`src/rtl/lsu_pkg.sv`:
```
// Shared types, exception codes and opcode helpers for the load/store unit.
package lsu_pkg;

    typedef enum logic [3:0] {
        OpLdB  = 4'b0000,
        OpLdH  = 4'b0001,
        OpLdW  = 4'b0010,
        OpLdD  = 4'b0011,
        OpStB  = 4'b0100,
        OpStH  = 4'b0101,
        OpStW  = 4'b0110,
        OpStD  = 4'b0111,
        OpLdBU = 4'b1000,
        OpLdHU = 4'b1001,
        OpLdWU = 4'b1010
    } lsu_op_e;

    typedef enum logic [2:0] {
        StIdle,
        StReq,
        StRsp,
        StDrain,
        StDone
    } lsu_state_e;

    localparam int unsigned EXC_ALE    = 0;
    localparam int unsigned EXC_BUSERR = 1;

    // log2 of the access size in bytes; the low two opcode bits encode it directly
    function automatic logic [1:0] lsu_size(input logic [3:0] op);
        return op[1:0];
    endfunction

    function automatic logic lsu_is_store(input logic [3:0] op);
        return op[3:2] == 2'b01;
    endfunction

    function automatic logic lsu_op_supported(input logic [3:0] op, input logic wide);
        case (op)
            OpLdB, OpLdH, OpLdW, OpStB, OpStH, OpStW, OpLdBU, OpLdHU: return 1'b1;
            OpLdD, OpStD, OpLdWU:                                     return wide;
            default:                                                  return 1'b0;
        endcase
    endfunction

endpackage

```
`src/rtl/lsu_if.sv`:
```
// Data-memory request/response bus between the load/store unit and memory.
interface lsu_if #(
    parameter int unsigned DATA_WIDTH = 32,
    parameter int unsigned ADDR_WIDTH = 32
);
    localparam int unsigned NB = DATA_WIDTH / 8;

    logic                  mem_req;
    logic                  mem_we;
    logic [ADDR_WIDTH-1:0] mem_addr;
    logic [DATA_WIDTH-1:0] mem_wdata;
    logic [NB-1:0]         mem_wmask;
    logic                  mem_gnt;
    logic                  mem_rvalid;
    logic [DATA_WIDTH-1:0] mem_rdata;
    logic                  mem_err;

    modport master (
        output mem_req, mem_we, mem_addr, mem_wdata, mem_wmask,
        input  mem_gnt, mem_rvalid, mem_rdata, mem_err
    );

    modport slave (
        input  mem_req, mem_we, mem_addr, mem_wdata, mem_wmask,
        output mem_gnt, mem_rvalid, mem_rdata, mem_err
    );

endinterface

```
`src/rtl/lsu_align.sv`:
```
// Combinational byte-lane placement for stores and extraction/extension for loads.
module lsu_align
    import lsu_pkg::*;
#(
    parameter int unsigned DATA_WIDTH = 32,
    localparam int unsigned NB    = DATA_WIDTH / 8,
    localparam int unsigned OFF_W = $clog2(NB)
) (
    input  logic [3:0]            op,
    input  logic [OFF_W-1:0]      off,
    input  logic [DATA_WIDTH-1:0] wdata,
    input  logic [DATA_WIDTH-1:0] rdata,
    output logic [NB-1:0]         wmask,
    output logic [DATA_WIDTH-1:0] wdata_sh,
    output logic [DATA_WIDTH-1:0] rdata_ext,
    output logic                  misaligned
);

    logic [1:0]            size;
    logic [DATA_WIDTH-1:0] shifted_w;
    logic [DATA_WIDTH-1:0] shifted_r;
    logic [DATA_WIDTH-1:0] keep;
    logic [DATA_WIDTH-1:0] top;
    logic                  sign;

    always_comb begin
        size       = lsu_size(op);
        misaligned = |(off & ~({OFF_W{1'b1}} << size));
        wmask      = ~({NB{1'b1}} << (4'd1 << size)) << off;

        shifted_w = wdata << {off, 3'b000};
        wdata_sh  = '0;
        for (int i = 0; i < int'(NB); i++) begin
            wdata_sh[i*8 +: 8] = wmask[i] ? shifted_w[i*8 +: 8] : 8'h00;
        end

        // keep covers the access width; its top bit is the sign bit for signed loads
        shifted_r = rdata >> {off, 3'b000};
        keep      = ~({DATA_WIDTH{1'b1}} << (7'd8 << size));
        top       = keep & ~(keep >> 1);
        sign      = ~op[3] & ~op[2] & (|(shifted_r & top));
        rdata_ext = (shifted_r & keep) | ({DATA_WIDTH{sign}} & ~keep);
    end

endmodule

```
`src/rtl/lsu_unit.sv`:
```
// Handshaked multi-cycle load/store unit: one operation at a time, registered outputs,
// ALE/bus-error reporting and flush with response draining.
module lsu_unit
    import lsu_pkg::*;
#(
    parameter int unsigned DATA_WIDTH = 32,
    parameter int unsigned ADDR_WIDTH = 32
) (
    input  logic                  clk,
    input  logic                  rst,
    input  logic                  flush,
    input  logic                  in_valid,
    output logic                  in_ready,
    input  logic [3:0]            in_lsu_op,
    input  logic [ADDR_WIDTH-1:0] in_addr,
    input  logic [DATA_WIDTH-1:0] in_wdata,
    lsu_if.master                 mem,
    output logic                  out_valid,
    input  logic                  out_ready,
    output logic [DATA_WIDTH-1:0] out_rdata,
    output logic [1:0]            out_except
);

    localparam int unsigned NB    = DATA_WIDTH / 8;
    localparam int unsigned OFF_W = $clog2(NB);
    localparam logic        Wide  = (DATA_WIDTH == 64);
    localparam logic [1:0]  AleCode    = 2'(1 << EXC_ALE);
    localparam logic [1:0]  BusErrCode = 2'(1 << EXC_BUSERR);

    lsu_state_e            state_q, state_d;
    logic [3:0]            op_q, op_d;
    logic [OFF_W-1:0]      off_q, off_d;
    logic                  mem_req_q, mem_req_d;
    logic                  mem_we_q, mem_we_d;
    logic [ADDR_WIDTH-1:0] mem_addr_q, mem_addr_d;
    logic [DATA_WIDTH-1:0] mem_wdata_q, mem_wdata_d;
    logic [NB-1:0]         mem_wmask_q, mem_wmask_d;
    logic                  out_valid_q, out_valid_d;
    logic [DATA_WIDTH-1:0] out_rdata_q, out_rdata_d;
    logic [1:0]            out_except_q, out_except_d;

    logic                  idle;
    logic [OFF_W-1:0]      in_off;
    logic [3:0]            al_op;
    logic [OFF_W-1:0]      al_off;
    logic [NB-1:0]         al_wmask;
    logic [DATA_WIDTH-1:0] al_wdata;
    logic [DATA_WIDTH-1:0] al_rdata;
    logic                  al_misaligned;

    assign idle   = (state_q == StIdle);
    assign in_off = in_addr[OFF_W-1:0];
    // Store placement happens at accept time, load extraction once the op is latched
    assign al_op  = idle ? in_lsu_op : op_q;
    assign al_off = idle ? in_off : off_q;

    lsu_align #(
        .DATA_WIDTH(DATA_WIDTH)
    ) u_align (
        .op        (al_op),
        .off       (al_off),
        .wdata     (in_wdata),
        .rdata     (mem.mem_rdata),
        .wmask     (al_wmask),
        .wdata_sh  (al_wdata),
        .rdata_ext (al_rdata),
        .misaligned(al_misaligned)
    );

    always_comb begin
        state_d      = state_q;
        op_d         = op_q;
        off_d        = off_q;
        mem_req_d    = mem_req_q;
        mem_we_d     = mem_we_q;
        mem_addr_d   = mem_addr_q;
        mem_wdata_d  = mem_wdata_q;
        mem_wmask_d  = mem_wmask_q;
        out_valid_d  = out_valid_q;
        out_rdata_d  = out_rdata_q;
        out_except_d = out_except_q;

        case (state_q)
            StIdle: begin
                if (in_valid && !flush) begin
                    op_d  = in_lsu_op;
                    off_d = in_off;
                    if (!lsu_op_supported(in_lsu_op, Wide)) begin
                        state_d      = StDone;
                        out_valid_d  = 1'b1;
                        out_rdata_d  = '0;
                        out_except_d = '0;
                    end else if (al_misaligned) begin
                        state_d      = StDone;
                        out_valid_d  = 1'b1;
                        out_rdata_d  = '0;
                        out_except_d = AleCode;
                    end else begin
                        state_d     = StReq;
                        mem_req_d   = 1'b1;
                        mem_we_d    = lsu_is_store(in_lsu_op);
                        mem_addr_d  = {in_addr[ADDR_WIDTH-1:OFF_W], {OFF_W{1'b0}}};
                        mem_wmask_d = al_wmask;
                        mem_wdata_d = lsu_is_store(in_lsu_op) ? al_wdata : '0;
                    end
                end
            end
            StReq: begin
                if (mem.mem_gnt) begin
                    mem_req_d = 1'b0;
                    state_d   = flush ? StDrain : StRsp;
                end else if (flush) begin
                    mem_req_d = 1'b0;
                    state_d   = StIdle;
                end
            end
            StRsp: begin
                if (mem.mem_rvalid) begin
                    if (flush) begin
                        state_d = StIdle;
                    end else begin
                        state_d      = StDone;
                        out_valid_d  = 1'b1;
                        out_rdata_d  = (mem.mem_err || lsu_is_store(op_q)) ? '0 : al_rdata;
                        out_except_d = mem.mem_err ? BusErrCode : 2'b00;
                    end
                end else if (flush) begin
                    state_d = StDrain;
                end
            end
            StDrain: begin
                if (mem.mem_rvalid) begin
                    state_d = StIdle;
                end
            end
            StDone: begin
                if (flush || out_ready) begin
                    state_d     = StIdle;
                    out_valid_d = 1'b0;
                end
            end
            default: begin
                state_d     = StIdle;
                mem_req_d   = 1'b0;
                out_valid_d = 1'b0;
            end
        endcase
    end

    always_ff @(posedge clk) begin
        if (rst) begin
            state_q      <= StIdle;
            op_q         <= '0;
            off_q        <= '0;
            mem_req_q    <= 1'b0;
            mem_we_q     <= 1'b0;
            mem_addr_q   <= '0;
            mem_wdata_q  <= '0;
            mem_wmask_q  <= '0;
            out_valid_q  <= 1'b0;
            out_rdata_q  <= '0;
            out_except_q <= '0;
        end else begin
            state_q      <= state_d;
            op_q         <= op_d;
            off_q        <= off_d;
            mem_req_q    <= mem_req_d;
            mem_we_q     <= mem_we_d;
            mem_addr_q   <= mem_addr_d;
            mem_wdata_q  <= mem_wdata_d;
            mem_wmask_q  <= mem_wmask_d;
            out_valid_q  <= out_valid_d;
            out_rdata_q  <= out_rdata_d;
            out_except_q <= out_except_d;
        end
    end

    assign in_ready      = idle;
    assign mem.mem_req   = mem_req_q;
    assign mem.mem_we    = mem_we_q;
    assign mem.mem_addr  = mem_addr_q;
    assign mem.mem_wdata = mem_wdata_q;
    assign mem.mem_wmask = mem_wmask_q;
    assign out_valid     = out_valid_q;
    assign out_rdata     = out_rdata_q;
    assign out_except    = out_except_q;

endmodule

```
`src/flat_wrapper.sv`:
```
// flat-port wrapper written by rule: the top's interface ports become plain ports
module lsu_unit_flat import lsu_pkg::*;
#(
    parameter int unsigned DATA_WIDTH = 32,
    parameter int unsigned ADDR_WIDTH = 32
)
  (clk, rst, flush, in_valid, in_ready, in_lsu_op, in_addr, in_wdata, out_valid, out_ready, out_rdata, out_except, mem_mem_req, mem_mem_we, mem_mem_addr, mem_mem_wdata, mem_mem_wmask, mem_mem_gnt, mem_mem_rvalid, mem_mem_rdata, mem_mem_err);
  lsu_if #(.DATA_WIDTH(DATA_WIDTH), .ADDR_WIDTH(ADDR_WIDTH)) mem_i ();
  input  logic clk;
  input  logic rst;
  input  logic flush;
  input  logic in_valid;
  output logic in_ready;
  input  logic [3:0] in_lsu_op;
  input  logic [ADDR_WIDTH-1:0] in_addr;
  input  logic [DATA_WIDTH-1:0] in_wdata;
  output logic out_valid;
  input  logic out_ready;
  output logic [DATA_WIDTH-1:0] out_rdata;
  output logic [1:0] out_except;
  output wire logic [$bits(mem_i.mem_req)-1:0] mem_mem_req;
  output wire logic [$bits(mem_i.mem_we)-1:0] mem_mem_we;
  output wire logic [$bits(mem_i.mem_addr)-1:0] mem_mem_addr;
  output wire logic [$bits(mem_i.mem_wdata)-1:0] mem_mem_wdata;
  output wire logic [$bits(mem_i.mem_wmask)-1:0] mem_mem_wmask;
  input wire logic [$bits(mem_i.mem_gnt)-1:0] mem_mem_gnt;
  input wire logic [$bits(mem_i.mem_rvalid)-1:0] mem_mem_rvalid;
  input wire logic [$bits(mem_i.mem_rdata)-1:0] mem_mem_rdata;
  input wire logic [$bits(mem_i.mem_err)-1:0] mem_mem_err;
  assign mem_mem_req = mem_i.mem_req;
  assign mem_mem_we = mem_i.mem_we;
  assign mem_mem_addr = mem_i.mem_addr;
  assign mem_mem_wdata = mem_i.mem_wdata;
  assign mem_mem_wmask = mem_i.mem_wmask;
  assign mem_i.mem_gnt = mem_mem_gnt;
  assign mem_i.mem_rvalid = mem_mem_rvalid;
  assign mem_i.mem_rdata = mem_mem_rdata;
  assign mem_i.mem_err = mem_mem_err;
  lsu_unit #(.DATA_WIDTH(DATA_WIDTH), .ADDR_WIDTH(ADDR_WIDTH)) u_core (.clk(clk), .rst(rst), .flush(flush), .in_valid(in_valid), .in_ready(in_ready), .in_lsu_op(in_lsu_op), .in_addr(in_addr), .in_wdata(in_wdata), .mem(mem_i), .out_valid(out_valid), .out_ready(out_ready), .out_rdata(out_rdata), .out_except(out_except));
endmodule
```
`config.mk`:
```
export PLATFORM = sky130hd
export DESIGN_NAME = lsu_unit_flat
export DESIGN_NICKNAME = d
export VERILOG_FILES = /design/src/rtl/lsu_pkg.sv /design/src/rtl/lsu_if.sv /design/src/rtl/lsu_align.sv /design/src/rtl/lsu_unit.sv /design/src/flat_wrapper.sv
export SDC_FILE = /design/constraint.sdc
export NUM_CORES = 1
export LEC_CHECK = 0
export BUFFER_PORTS_ARGS = -buffer_cell sky130_fd_sc_hd__buf_4
export CAP_MARGIN = 20
export CORE_MARGIN = 4
export CORE_UTILIZATION = 51
export DETAILED_ROUTE_END_ITERATION = 8
export HOLD_SLACK_MARGIN = 0.05
export PLACE_DENSITY = 0.81
export SYNTH_ARGS = -nofsm -noshare
export SYNTH_HDL_FRONTEND = slang
export SYNTH_HIERARCHICAL = 1
export SYNTH_SLANG_ARGS = --single-unit
```
`constraint.sdc`:
```
create_clock -name clk -period 4.3 [get_ports clk]
set_clock_uncertainty 0.15 [all_clocks]
set_input_delay 0.86 -clock clk [delete_from_list [all_inputs] [get_ports clk]]
set_output_delay 0.86 -clock clk [all_outputs]
set_load 0.1 [all_outputs]
```
== Yosys cells after proc, flatten, opt, wreduce, memory -nomap -nowiden ==
Memory sizes are Yosys's and may differ from the RTL's.
Index checks and enable logic that the tools add are counted.
Word-level totals
  word-level logic and storage cells: 118
  bits in registers: 112
  output and inout port bits: 106
  bits in read-only memories: 16
  memories: 1
  input bits: 108
Memory list
  (name not given): depth 16, width 1, read ports 1, clocked after Yosys merged registers in 0, wr ports 0, line lsu_pkg.sv:39  | case (op)
Cells by class
  mux-type cells: 48
  equal/unequal tests: 16
  reduce and logical (&&, ||, !) cells: 16
  bitwise operators: 18
  shift operators: 8
Operators by type and width (count)
  32-bit 2-to-1 mux: 7
  32-bit AND: 4
  32-bit inverter: 2
  32-bit one-hot mux with 2 select lines: 1
  8-bit 2-to-1 mux: 4
  31-bit inverter with 32-bit output: 1
  32-bit OR: 1
  32-bit OR reduction: 1
  32-bit by 5-bit left shift with 32-bit output: 1
  32-bit by 7-bit left shift with 32-bit output (first input constant): 1
  32-bit by 5-bit >> shifter with 32-bit output: 1
  3-bit 2-to-1 mux: 10
  3-bit one-hot mux with 5 select lines: 1
  5-bit AND reduction: 3
  1-bit 2-to-1 mux: 14
  2-bit 2-to-1 mux: 7
  2-bit != test (second input constant): 6
  3-bit != test (second input constant): 3
  4-bit by 2-bit left shift with 7-bit output (first input constant): 1
  3-bit by 2-bit == test with 1-bit output (second input constant): 2
  6-bit AND reduction: 1
  1-bit inverter: 5
  2-bit by 1-bit == test with 1-bit output (second input constant): 2
  4-bit 2-to-1 mux: 1
  other kinds (23): 26

== Logic depth before layout (Yosys ltp) ==
Gate-level depths: netlist (run 1).
  word-level depth: 16
  depth in mapped cells: 15
  mapped depth without buffers: 9

== Cells and area by module ==
Netlist (run 1), hierarchy kept.
Modules (own cells, without submodules)
  lsu_unit: seq. area each 2242.2 um^2, area an instance 4712.0 um^2, times used 1, cells each 494
  lsu_align: seq. area each 0.0 um^2, area an instance 1520.2 um^2, times used 1, cells each 213

== Worst setup path before layout (run 1) ==
Ideal clock, no wire load.
  path type: flip-flop to flip-flop
  start point: reg u_core.state_q[2]
  end point: reg u_core.mem_we_q, in the netlist u_core/mem.mem_we
  cell stages (with the launch flop): 15
  arrival time: 4.756 ns
  setup slack: -0.737 ns
  library setup time: 0.131 ns
  data required time: 4.019 ns
  period minus slack after synthesis: 5.037 ns
  path buffers: 5
  cells stage by stage: dfxtp_1 > or2_2 > clkbuf_1 > nor2_1 > mux2_2 > or2_2 > clkbuf_1 > a22o_1 > or3_1 > buf_2 > a211o_1 > buf_2 > buf_6 > a21oi_2 > nor2_2
On the way
  longest elaborated chain between the ends: 8
  elaborated cells between the ends (all ways): 9
  classes of those cells: shift (1); mux (2); bitwise (3); reduce/logical (3)
Ends and longest elaborated chain
  start, declared: line lsu_unit.sv:30  | lsu_state_e state_q, state_d;
  start signal, assigned: line lsu_unit.sv:152  | state_q <= StIdle;
  start signal, assigned: line lsu_unit.sv:164  | state_q <= state_d;
  3-bit logical NOT: line lsu_unit.sv:51  | assign idle = (state_q == StIdle);
  net in_ready: line flat_wrapper.sv:13  | output logic in_ready;
  4-bit 2-to-1 mux: line lsu_unit.sv:54  | assign al_op = idle ? in_lsu_op : op_q;
  net u_core.al_op[1]: line lsu_unit.sv:44  | logic [3:0] al_op;
  2-bit by 2-bit left shift with 2-bit output: line lsu_align.sv:28  | misaligned = |(off & ~({OFF_W{1'b1}} << size));
  2-bit inverter: line lsu_align.sv:28
  2-bit AND: line lsu_align.sv:28
  2-bit OR reduction: line lsu_align.sv:28
  net u_core.al_misaligned: line lsu_unit.sv:49  | logic al_misaligned;
  1-bit inverter (no source line)
  4-bit AND reduction (no source line)
  end signal, assigned: line lsu_unit.sv:168  | mem_we_q <= mem_we_d;
  end, declared: line lsu_unit.sv:34  | logic mem_we_q, mem_we_d;
The timed path passes the listed nets, and every way through them passes these cells.
A chain may end at the register's enable or synchronous reset.

== Worst setup path in the final report (run 1) ==
  start point: reg u_core.state_q[2]
  end point: reg u_core.out_rdata_q[2], in the netlist u_core/out_rdata[2]
On the way
  elaborated cells between the ends (all ways): 34
  classes of those cells: eq/ne (5); shift (4); mux (6); bitwise (14); reduce/logical (5)
RTL lines
  3-bit logical NOT: line lsu_unit.sv:51
  4-bit 2-to-1 mux: line lsu_unit.sv:54
  net u_core.al_op[1]: line lsu_unit.sv:44
  2-bit by 2-bit left shift with 2-bit output: line lsu_align.sv:28
  2-bit inverter: line lsu_align.sv:28
  2-bit AND: line lsu_align.sv:28
  2-bit OR reduction: line lsu_align.sv:28
  net u_core.al_misaligned: line lsu_unit.sv:49
  3-bit != test (no source line)
  5-bit AND reduction (no source line)
  end signal, assigned: line lsu_unit.sv:173  | out_rdata_q <= out_rdata_d;
  end, declared: line lsu_unit.sv:39  | logic [DATA_WIDTH-1:0] out_rdata_q, out_rdata_d;
The timed path passes the listed nets, and every way through them passes these cells. The select of a mux whose other input is x is not followed.

==> results by group, run 1 <==
Yosys
  • Top post-synthesis cells by count: 125 x nand2_1, 112 x dfxtp_1, 62 x mux2i_1
  • Dominant cell type by area after synthesis: dfxtp_1
  • Top cells by area, synth: dfxtp_1 36%, mux2i_1 10%, nand2_1 7.5%
  • Warnings from Yosys: 6
  • Yosys reg bits: 112
  • Count leader, synth: nand2_1
  • Syn_area_per_cell: a little under 9 um2
  • Top FF cell, synth: dfxtp_1
  • Mapped Area: around 0.0062 mm2
  • Sequential-to-total area share from yosys stat: 0.360
  • FFs w/ async S/R, synth: 0
  • EDFF count, synth: 0
  • Distinct cells, synth: 60
  • Yosys top cell area share: 0.360
  • Synth Instances: slightly above 700

Job
  • Max Cap Viol: 0

Setup path
  • Worst-path fanout max: 22
  • RR Startpoint: u_core/state_q[2]
  • Worst R2R Setup Slack: ~250 ps
  • Setup CP Type: reg2reg
  • Top Family by Delay on Critical Path: simple AND/OR/NAND/NOR gates
  • Critical-path cell list: or2_2 > nor2_4 > mux2_2 > or2_2 > a22o_1 > or3_1 > a32oi_1 > or4_2 > buf_12 > mux2i_1
  • Reg-to-Reg End: u_core/out_rdata[2]
  • CP arrival: 4160 ps
  • Type of origin of the critical path: register
  • WP data required: about 4400 ps
  • Worst Setup EP: u_core/out_rdata[2]
  • Crit path launch: u_core/state_q[2]
  • Worst r2r path cells: 10
  • Critical path capture point type: register
  • Critical Path Max Stage Delay: around 460 ps
  • Critical-path top delay cell: or3_1
  • Most common cell type on the critical path: or2_2
  • CP bufs+invs: 1
  • Cell count along the critical path: 10

Clock network
  • CTS tree: yes
  • Reg clk slew, reported paths: 70 ps
  • Clock root buffer: clkbuf_16
  • CTS H-Tree Depth: 3
  • CTS Buf Count: 9
  • Post-CTS setup buffer count: 0
  • Worst-Skew Late Latency: 340 ps
  • Post-cts sizing count: 0
  • Post-cts hold buffer count: 0
  • CTS max path bufs: 2
  • Clk sinks: roughly 110

Die
  • Std cell rows: 40
  • Die area: around 0.014 mm2
  • Initial core utilization: 0.519
  • Die H: 119 um
  • Die Span X: 119 um
  • I/O pin total: roughly 210
  • Core area: between 0.01 and 0.015 mm2

Timing
  • Rel. slew slack: 0.475
  • Setup slack after layout: roughly 250 ps
  • Post-Route Hold Slack: between 300 and 400 ps
  • Final setup vio count: 0
  • Final hold vios: 0
  • RSZ-0062 raised after global routing: no
  • Tcrit/Tclk final: 0.941
  • Slew Limit Fails: 0
  • Minimum clock period: 4050 ps
  • Slew at the pin closest to its max-slew limit: about 790 ps
  • Sum Neg Setup Slack: 0 ps
  • Fmax: roughly 250 MHz

Routing
  • Drt pass-1 iters: 5
  • Post-route ant nets: 0
  • WL/cell: 16.9 um
  • # DRC: 0
  • Vias post-DR: roughly 5,700
  • DR iter-0 viols: about 260
  • Vias/cell: between 5 and 6
  • Post-Route WL: roughly 17,000 um

Pwr
  • Leakage: approximately 3.4 nW
  • Peak VDD IR: about 220 uV
  • PwrDens: 339 mW/mm2

Finish
  • P&R area growth vs syn: 29.9%
  • Nets@finish: 985
  • Antenna cells: 0
  • Layout cell share with drive strength beyond 1: 0.389
  • FILL cells: slightly below 1,000

Placement
  • Hpwl dp: between 10,000 and 15,000 um
  • Gpl congestion: just under 0.9
  • Dpl ws: 298 ps
  • PortBufs: between 200 and 250

Global route
  • Initial antenna violation count: 0
  • Overflow after GRT: 0
  • Largest net degree at the start of global routing: 75
  • Gr usage total: 0.239
  • Vias in the first global route: about 5,600
  • First-pass GRT wire length: roughly 28,000 um

Hold path
  • Hold Path Class: reg2reg
  • Hold_sp: u_core/mem.mem_addr[22]

Status
  • Outcome: completed
## final cells by class
cell class / count / area, um2 / area share
Clock inverter: 4 / 51.3 / 0.00634
Clock buffer: 12 / 256 / 0.0317
Tap cell: 147 / 184 / 0.0227
Timing Repair Buffer: 223 / 1710 / 0.211
Multi-Input combinational cell: 525 / 3630 / 0.448
Sequential cell: 112 / 2240 / 0.277
Inverter: 6 / 22.5 / 0.00278
## cell families after synthesis
| kind of cell | count (synthesis) | share of synthesized area |
|---|---|---|
| DFF | 112 | 0.360 |
| and+or+nand+nor | 282 | 0.226 |
| other | 1 | 0.000602 |
| buffers and inverters | 71 | 0.0630 |
| muxes | 79 | 0.132 |
| AOI/OAI and AO/OA | 161 | 0.217 |
| xor gates and xnor gates | 1 | 0.00141 |
## stage by stage
step	cells	power, mW	instance area [um2]	utilization
3_3_place_gp	1013	1.89	7790	0.648
6_report	1029	2.74	8100	0.674
2_1_floorplan	708	1.71	6240	-
4_1_cts	1029	2.76	8100	0.674
5_1_grt	1029	2.86	8100	0.674
3_5_place_dp	1013	1.91	7790	0.648
## power breakdown
group          internal [mW]  leakage (nW)  total, mW  switching (mW)
Sequential              1.06         0.905       1.08          0.0175
Clock                  0.485         0.149      0.856           0.371
Combinational          0.293          2.39      0.808           0.515
## worst min-delay path by stage
stage	endpoint	cells past startpoint
3_5_place_dp	u_core/mem.mem_addr[28]	2
4_1_cts	u_core/mem.mem_addr[28]	2
3_3_place_gp	u_core/mem.mem_addr[27]	2
2_1_floorplan	u_core/off_q[0]	2
5_1_grt	u_core/mem.mem_addr[12]	2
6_report	u_core/mem.mem_addr[22]	2
## cell usage in the layout (no fill, tap or decap), types with 3 or more instances in the layout
| master | Yosys | routed |
|---|---|---|
| or2_2 | 3 | 3 |
| a2bb2oi_1 | 9 | 9 |
| nor2_1 | 31 | 30 |
| a31oi_1 | 8 | 8 |
| inv_1 | 6 | 6 |
| nor2b_1 | 21 | 21 |
| nor2_2 | 31 | 31 |
| nand2b_1 | 37 | 37 |
| and2_1 | 8 | 8 |
| o211ai_1 | 6 | 6 |
| a21oi_1 | 46 | 46 |
| a211oi_1 | 26 | 26 |
| clkbuf_16 | 0 | 9 |
| nand2_1 | 125 | 125 |
| dfxtp_1 | 112 | 112 |
| mux2_2 | 15 | 15 |
| mux2i_1 | 62 | 62 |
| buf_4 | 11 | 220 |
| buf_12 | 0 | 3 |
| a22oi_2 | 29 | 29 |
| or2_0 | 7 | 7 |
| nand3b_1 | 3 | 3 |
| o211ai_2 | 10 | 10 |
| a22oi_1 | 3 | 3 |
## state kept, by name, summed over array words and instances (netlist names)
signal	flops
u_core/mem.mem_addr	30
u_core/mem.mem_req	1
u_core/mem.mem_wdata	32
u_core/mem.mem_we	1
u_core/mem.mem_wmask	4
u_core/off_q	2
u_core/op_q	4
u_core/out_except	2
u_core/out_rdata	32
u_core/out_valid	1
u_core/state_q	3
## layer usage
metal  wire length, um  global-route usage
met3              1370              0.0526
met1              7010               0.286
met4               382              0.0941
met5                 0                   0
met2              8670               0.416
## worst min-delay path: stages (launching register included)
cell and delay [ps]:
dfxtp_1 310, nand2_1 50, a21oi_1 50
Note: power is estimated with default switching activity, not from simulation.
==> run 2, diff against run 1 <==
- BUFFER_PORTS_ARGS: -buffer_cell sky130_fd_sc_hd__buf_4 -> default
- CORE_ASPECT_RATIO: default -> 1.75
- CORE_UTILIZATION: 51 -> 64
- DONT_BUFFER_PORTS: default -> 1
- HOLD_SLACK_MARGIN: 0.05 -> 0.12
- PLACE_DENSITY: 0.81 -> 0.8
==> run 2 against run 1 <==
  * Count of clock-buffer cells in the layout shrank 2
  * Clock power shrank 5.4%
  * Via count decreased by 11%
  * Flip-flop and latch count unchanged
  * Worst hold slack gained 61 ps
  * Register-to-register slack improved by 50 ps
  * Wire length is 4.1% lower
  * Global-route usage is 4.6 points higher
  * First-iteration DRC count up 5.1%
  * Die area decreased by 19%
  * Design area decreased by 21%
  * Critical path type unchanged
  * Critical endpoint is now u_core/mem.mem_wdata[13]
==> results by group, run 2 (synthesized netlist as in run 1, its figures left out) <==
Finish
  • Cell area after layout: between 0.006 and 0.007 mm2
  • Finished Layout Cells: about 790
  • Fin util: 0.679
  • Most frequent cells in the layout: 125 x nand2_1, 112 x dfxtp_1, 62 x mux2i_1
  • Layout cell share with drive strength beyond 1: 0.197
  • Antenna cells: 0
  • Nets@finish: 773
  • FILL cells: between 700 and 800
  • Commonest non-fill, non-tap cell in the layout: nand2_1
  • P&R area growth vs syn: 3.15%

Global route
  • Overflow after GRT: 0
  • Gr usage total: 0.285
  • First-pass GRT wire length: between 20,000 and 30,000 um
  • Largest net degree at the start of global routing: 117
  • Initial antenna violation count: 1
  • Vias in the first global route: about 5,200

Pwr
  • Net switching power: ~900 uW
  • Pwr Total: 2.56 mW
  • Seq pwr share: 0.473
  • Peak VDD IR: 276 uV
  • Internal: 1.68 mW
  • Comb pwr share: 0.211
  • Leakage: between 2 and 2.5 nW
  • PwrDens: 399 mW/mm2
  • Sw Share: 0.344
  • Clock Power Share: 0.316

Clock network
  • CTS Buf Count: 9
  • Worst-Skew Late Latency: approximately 340 ps
  • Reg clk slew, reported paths: approximately 70 ps
  • Post-CTS setup buffer count: 0
  • CTS H-Tree Depth: 3
  • Post-cts hold buffer count: 0
  • CTS max path bufs: 2
  • Post-cts sizing count: 0
  • CTS tree: yes
  • Clock root buffer: clkbuf_16
  • Clk sinks: around 110

Setup path
  • Critical-path cell list: or2_2 > nor2_4 > mux2_2 > or2_2 > a22o_1 > or3_1 > a211o_2 > buf_4 > a22oi_2 > nor2_2
  • Critical Path Max Stage Delay: roughly 470 ps
  • Type of origin of the critical path: register
  • Setup CP Type: reg2reg
  • Critical-path top delay cell: or3_1
  • Worst-path fanout max: 67
  • Top Family by Delay on Critical Path: simple AND/OR/NAND/NOR gates
  • Most common cell type on the critical path: or2_2
  • CP bufs+invs: 1
  • Critical path capture point type: register
  • CP arrival: 4090 ps
  • WP data required: around 4400 ps

Timing
  • Setup slack after layout: between 300 and 400 ps
  • Rel. slew slack: 0.280
  • Sum Neg Setup Slack: 0 ps
  • Post-Route Hold Slack: around 370 ps
  • RSZ-0062 raised after global routing: no
  • Minimum clock period: between 3000 and 4000 ps
  • Fmax: approximately 250 MHz
  • Final hold vios: 0
  • Tcrit/Tclk final: 0.929
  • Final setup vio count: 0
  • Slew at the pin closest to its max-slew limit: 1080 ps
  • Slew Limit Fails: 0

Job
  • Max Cap Viol: 0

Hold path
  • Hold Path Class: reg2reg

Routing
  • Drt pass-1 iters: 5
  • Vias post-DR: between 5,000 and 6,000
  • DR iter-0 viols: between 200 and 300
  • WL/cell: 21.1 um
  • # DRC: 0
  • Post-Route WL: approximately 17,000 um
  • Post-route ant nets: 0
  • Vias/cell: approximately 6.3

Placement
  • Dpl cells: about 780
  • Hpwl dp: around 12,000 um
  • PortBufs: 0
  • Dpl ws: 370 ps
  • Gpl congestion: 0.914
  • DP Area: ~0.0061 mm2

Status
  • Outcome: completed

Die
  • I/O pin total: between 200 and 250
  • Die H: around 140 um
  • Die Span X: slightly above 80 um
  • Core area: 0.00947 mm2
  • Initial core utilization: 0.658
  • Die area: 0.0114 mm2
  • Std cell rows: 47
## run 2: cell count changes in the layout (fill, tap and decap cells not counted), sizes merged
cell / change
clkbuf: -2
bufinv: -1
buf: -212
inv: +1
clkinv: +2
## run 2: layout make-up
class | instances | area, um2 | share of cell area
Clock inverter | 6 | 50.0 | 0.00779
Tap cell | 122 | 153 | 0.0237
Inverter | 6 | 22.5 | 0.00350
Multi-Input combinational cell | 525 | 3630 | 0.564
Sequential cell | 112 | 2240 | 0.349
Clock buffer | 10 | 239 | 0.0372
Timing Repair Buffer | 11 | 95.1 | 0.0148
## run 2: power groups by stage
stage | Clock, mW | Combinational [mW] | Sequential, mW
floorplan | 0 | 0.480 | 1.23
global placement | 0 | 0.522 | 1.23
detailed placement | 0 | 0.534 | 1.24
CTS | 0.823 | 0.535 | 1.21
global route | 0.867 | 0.580 | 1.22
finish | 0.810 | 0.542 | 1.21
## run 2: worst min-delay path, cell delays in order (launching register included)
cell and delay (ps):
dfxtp_1 330, mux2i_1 70, nor2_1 80
## run 2: metal layers
layer  wire length, um  GRT usage
met1              5530      0.284
met2              8910      0.503
met3              1650     0.0852
met4               612      0.158
met5                15          0
## run 2: worst paths after layout
path	startpoint	to	slack [ps]	cells past startpoint
worst max-delay path	u_core/state_q[1]	u_core/mem.mem_wdata[13]	300	10
worst min register to register	u_core/op_q[0]	u_core/op_q[0]	370	2
worst min-delay path	u_core/op_q[0]	u_core/op_q[0]	370	2
worst max register to register	u_core/state_q[1]	u_core/mem.mem_wdata[13]	300	10
==> run 3, diff against run 2 <==
- CORE_ASPECT_RATIO: 1.75 -> default
==> run 3 against run 2 <==
  * Non-clock buffer count shrank 1
  * Largest power group unchanged
  * Power shrank 5.0%
  * Worst hold slack better by 1.8 ps
==> results by group, run 3 (synthesized netlist as in run 1, its figures left out) <==
Finish
  • Nets@finish: ~770
  • Register area: about 0.0022 mm2
  • Area of the multi-input gates: about 0.0036 mm2
  • Commonest non-fill, non-tap cell in the layout: nand2_1
  • Antenna cells: 0
  • P&R area growth vs syn: 2.21%
  • FILL cells: ~800
  • Layout cell share with drive strength beyond 1: 0.196
  • Most frequent cells in the layout: 125 x nand2_1, 112 x dfxtp_1, 62 x mux2i_1
  • Finished Layout Cells: 798

Global route
  • Initial antenna violation count: 0
  • First-pass GRT wire length: 23,700 um
  • Gr usage total: 0.253
  • Largest net degree at the start of global routing: 117
  • Overflow after GRT: 0
  • Vias in the first global route: 4,613

Setup path
  • CP arrival: 4180 ps
  • Type of origin of the critical path: register
  • Worst-path fanout max: 19
  • Setup CP Type: reg2reg
  • WP data required: 4450 ps
  • Critical path capture point type: register

Routing
  • Vias/cell: slightly above 6
  • WL/cell: approximately 19 um
  • DR iter-0 viols: roughly 380
  • Post-route ant nets: 0
  • Post-Route WL: between 15,000 and 20,000 um
  • # DRC: 0
  • Vias post-DR: around 4,900
  • Drt pass-1 iters: 6

Placement
  • PortBufs: 0
  • Dpl ws: 297 ps
  • Gpl congestion: around 0.93
  • Dpl cells: 782
  • Hpwl dp: 10,900 um

Timing
  • Sum Neg Setup Slack: 0 ps
  • Tcrit/Tclk final: 0.939
  • Slew at the pin closest to its max-slew limit: between 1000 and 1500 ps
  • Fmax: 248 MHz
  • Final hold vios: 0
  • Post-Route Hold Slack: roughly 370 ps
  • Rel. slew slack: 0.300
  • Setup slack after layout: about 260 ps
  • Final setup vio count: 0
  • Minimum clock period: between 4000 and 5000 ps
  • Slew Limit Fails: 0
  • RSZ-0062 raised after global routing: no

Die
  • Die Span X: roughly 110 um
  • Die area: around 0.011 mm2
  • Core area: 0.00937 mm2
  • Die H: ~110 um
  • Std cell rows: 35
  • Initial core utilization: 0.665
  • I/O pin total: roughly 210

Clock network
  • Post-cts sizing count: 0
  • Post-cts hold buffer count: 0
  • Reg clk slew, reported paths: ~120 ps
  • CTS Buf Count: 9
  • Post-CTS setup buffer count: 0
  • CTS tree: yes
  • Clock root buffer: clkbuf_8
  • CTS max path bufs: 2
  • Worst-Skew Late Latency: roughly 350 ps
  • CTS H-Tree Depth: 3
  • Clk sinks: 112

Pwr
  • Leakage: 2.31 nW
  • PwrDens: between 300 and 400 mW/mm2
  • Peak VDD IR: between 200 and 250 uV

Hold path
  • Hold Path Class: reg2reg

Job
  • Max Cap Viol: 0

Status
  • Outcome: completed
==> run 3: worst paths after layout <==
check / slack [ps] / cells past startpoint / startpoint / to
worst min-delay path: 370 / 2 / u_core/off_q[1] / u_core/off_q[1]
worst min register to register: 370 / 2 / u_core/off_q[1] / u_core/off_q[1]
worst max register to register: 260 / 10 / u_core/state_q[2] / u_core/out_rdata[30]
worst max-delay path: 260 / 10 / u_core/state_q[2] / u_core/out_rdata[30]
==> run 3: metrics by stage <==
step | total power, mW | cell area (um2) | utilization
final | 2.44 | 6370 | 0.680
after global routing | 2.54 | 6370 | 0.680
after floorplan | 1.71 | 6240 | -
after global placement | 1.75 | 6140 | 0.655
after detailed placement | 1.76 | 6140 | 0.655
after CTS | 2.45 | 6370 | 0.680
==> run 3: metal layers <==
layer | routed length (um) | part of all wire | up-vias | GRT usage
li1 | - | - | 2358 | -
met1 | 6080 | 0.40 | 2300 | 0.322
met2 | 7270 | 0.48 | 240 | 0.415
met3 | 1680 | 0.11 | 19 | 0.0855
met4 | 208 | 0.014 | 0 | 0.0612
met5 | 0 | 0 | - | 0
==> run 3: power breakdown <==
part	total, mW	internal [mW]	switching, mW
Sequential	1.21	1.06	0.152
Combinational	0.530	0.205	0.324
Clock	0.694	0.294	0.399
Total	2.44	1.56	0.876
==> run 3: layout make-up <==
cell class	count	area share
sequential	112	0.352
timing repair buffer	10	0.0137
inverter	6	0.00354
clock buffer	9	0.0194
multi-input combinational	525	0.569
tap	129	0.0253
clock inverter	7	0.0165
==> run 3: worst max-delay path, cell delays in order, from the launching register on <==
cell and delay, ps:
dfxtp_1 430, or2_2 440, nor2_4 210, mux2_2 420, or2_2 420, a22o_1 230
or3_1 470, a32oi_1 230, or4_2 490, buf_12 260, mux2i_1 230
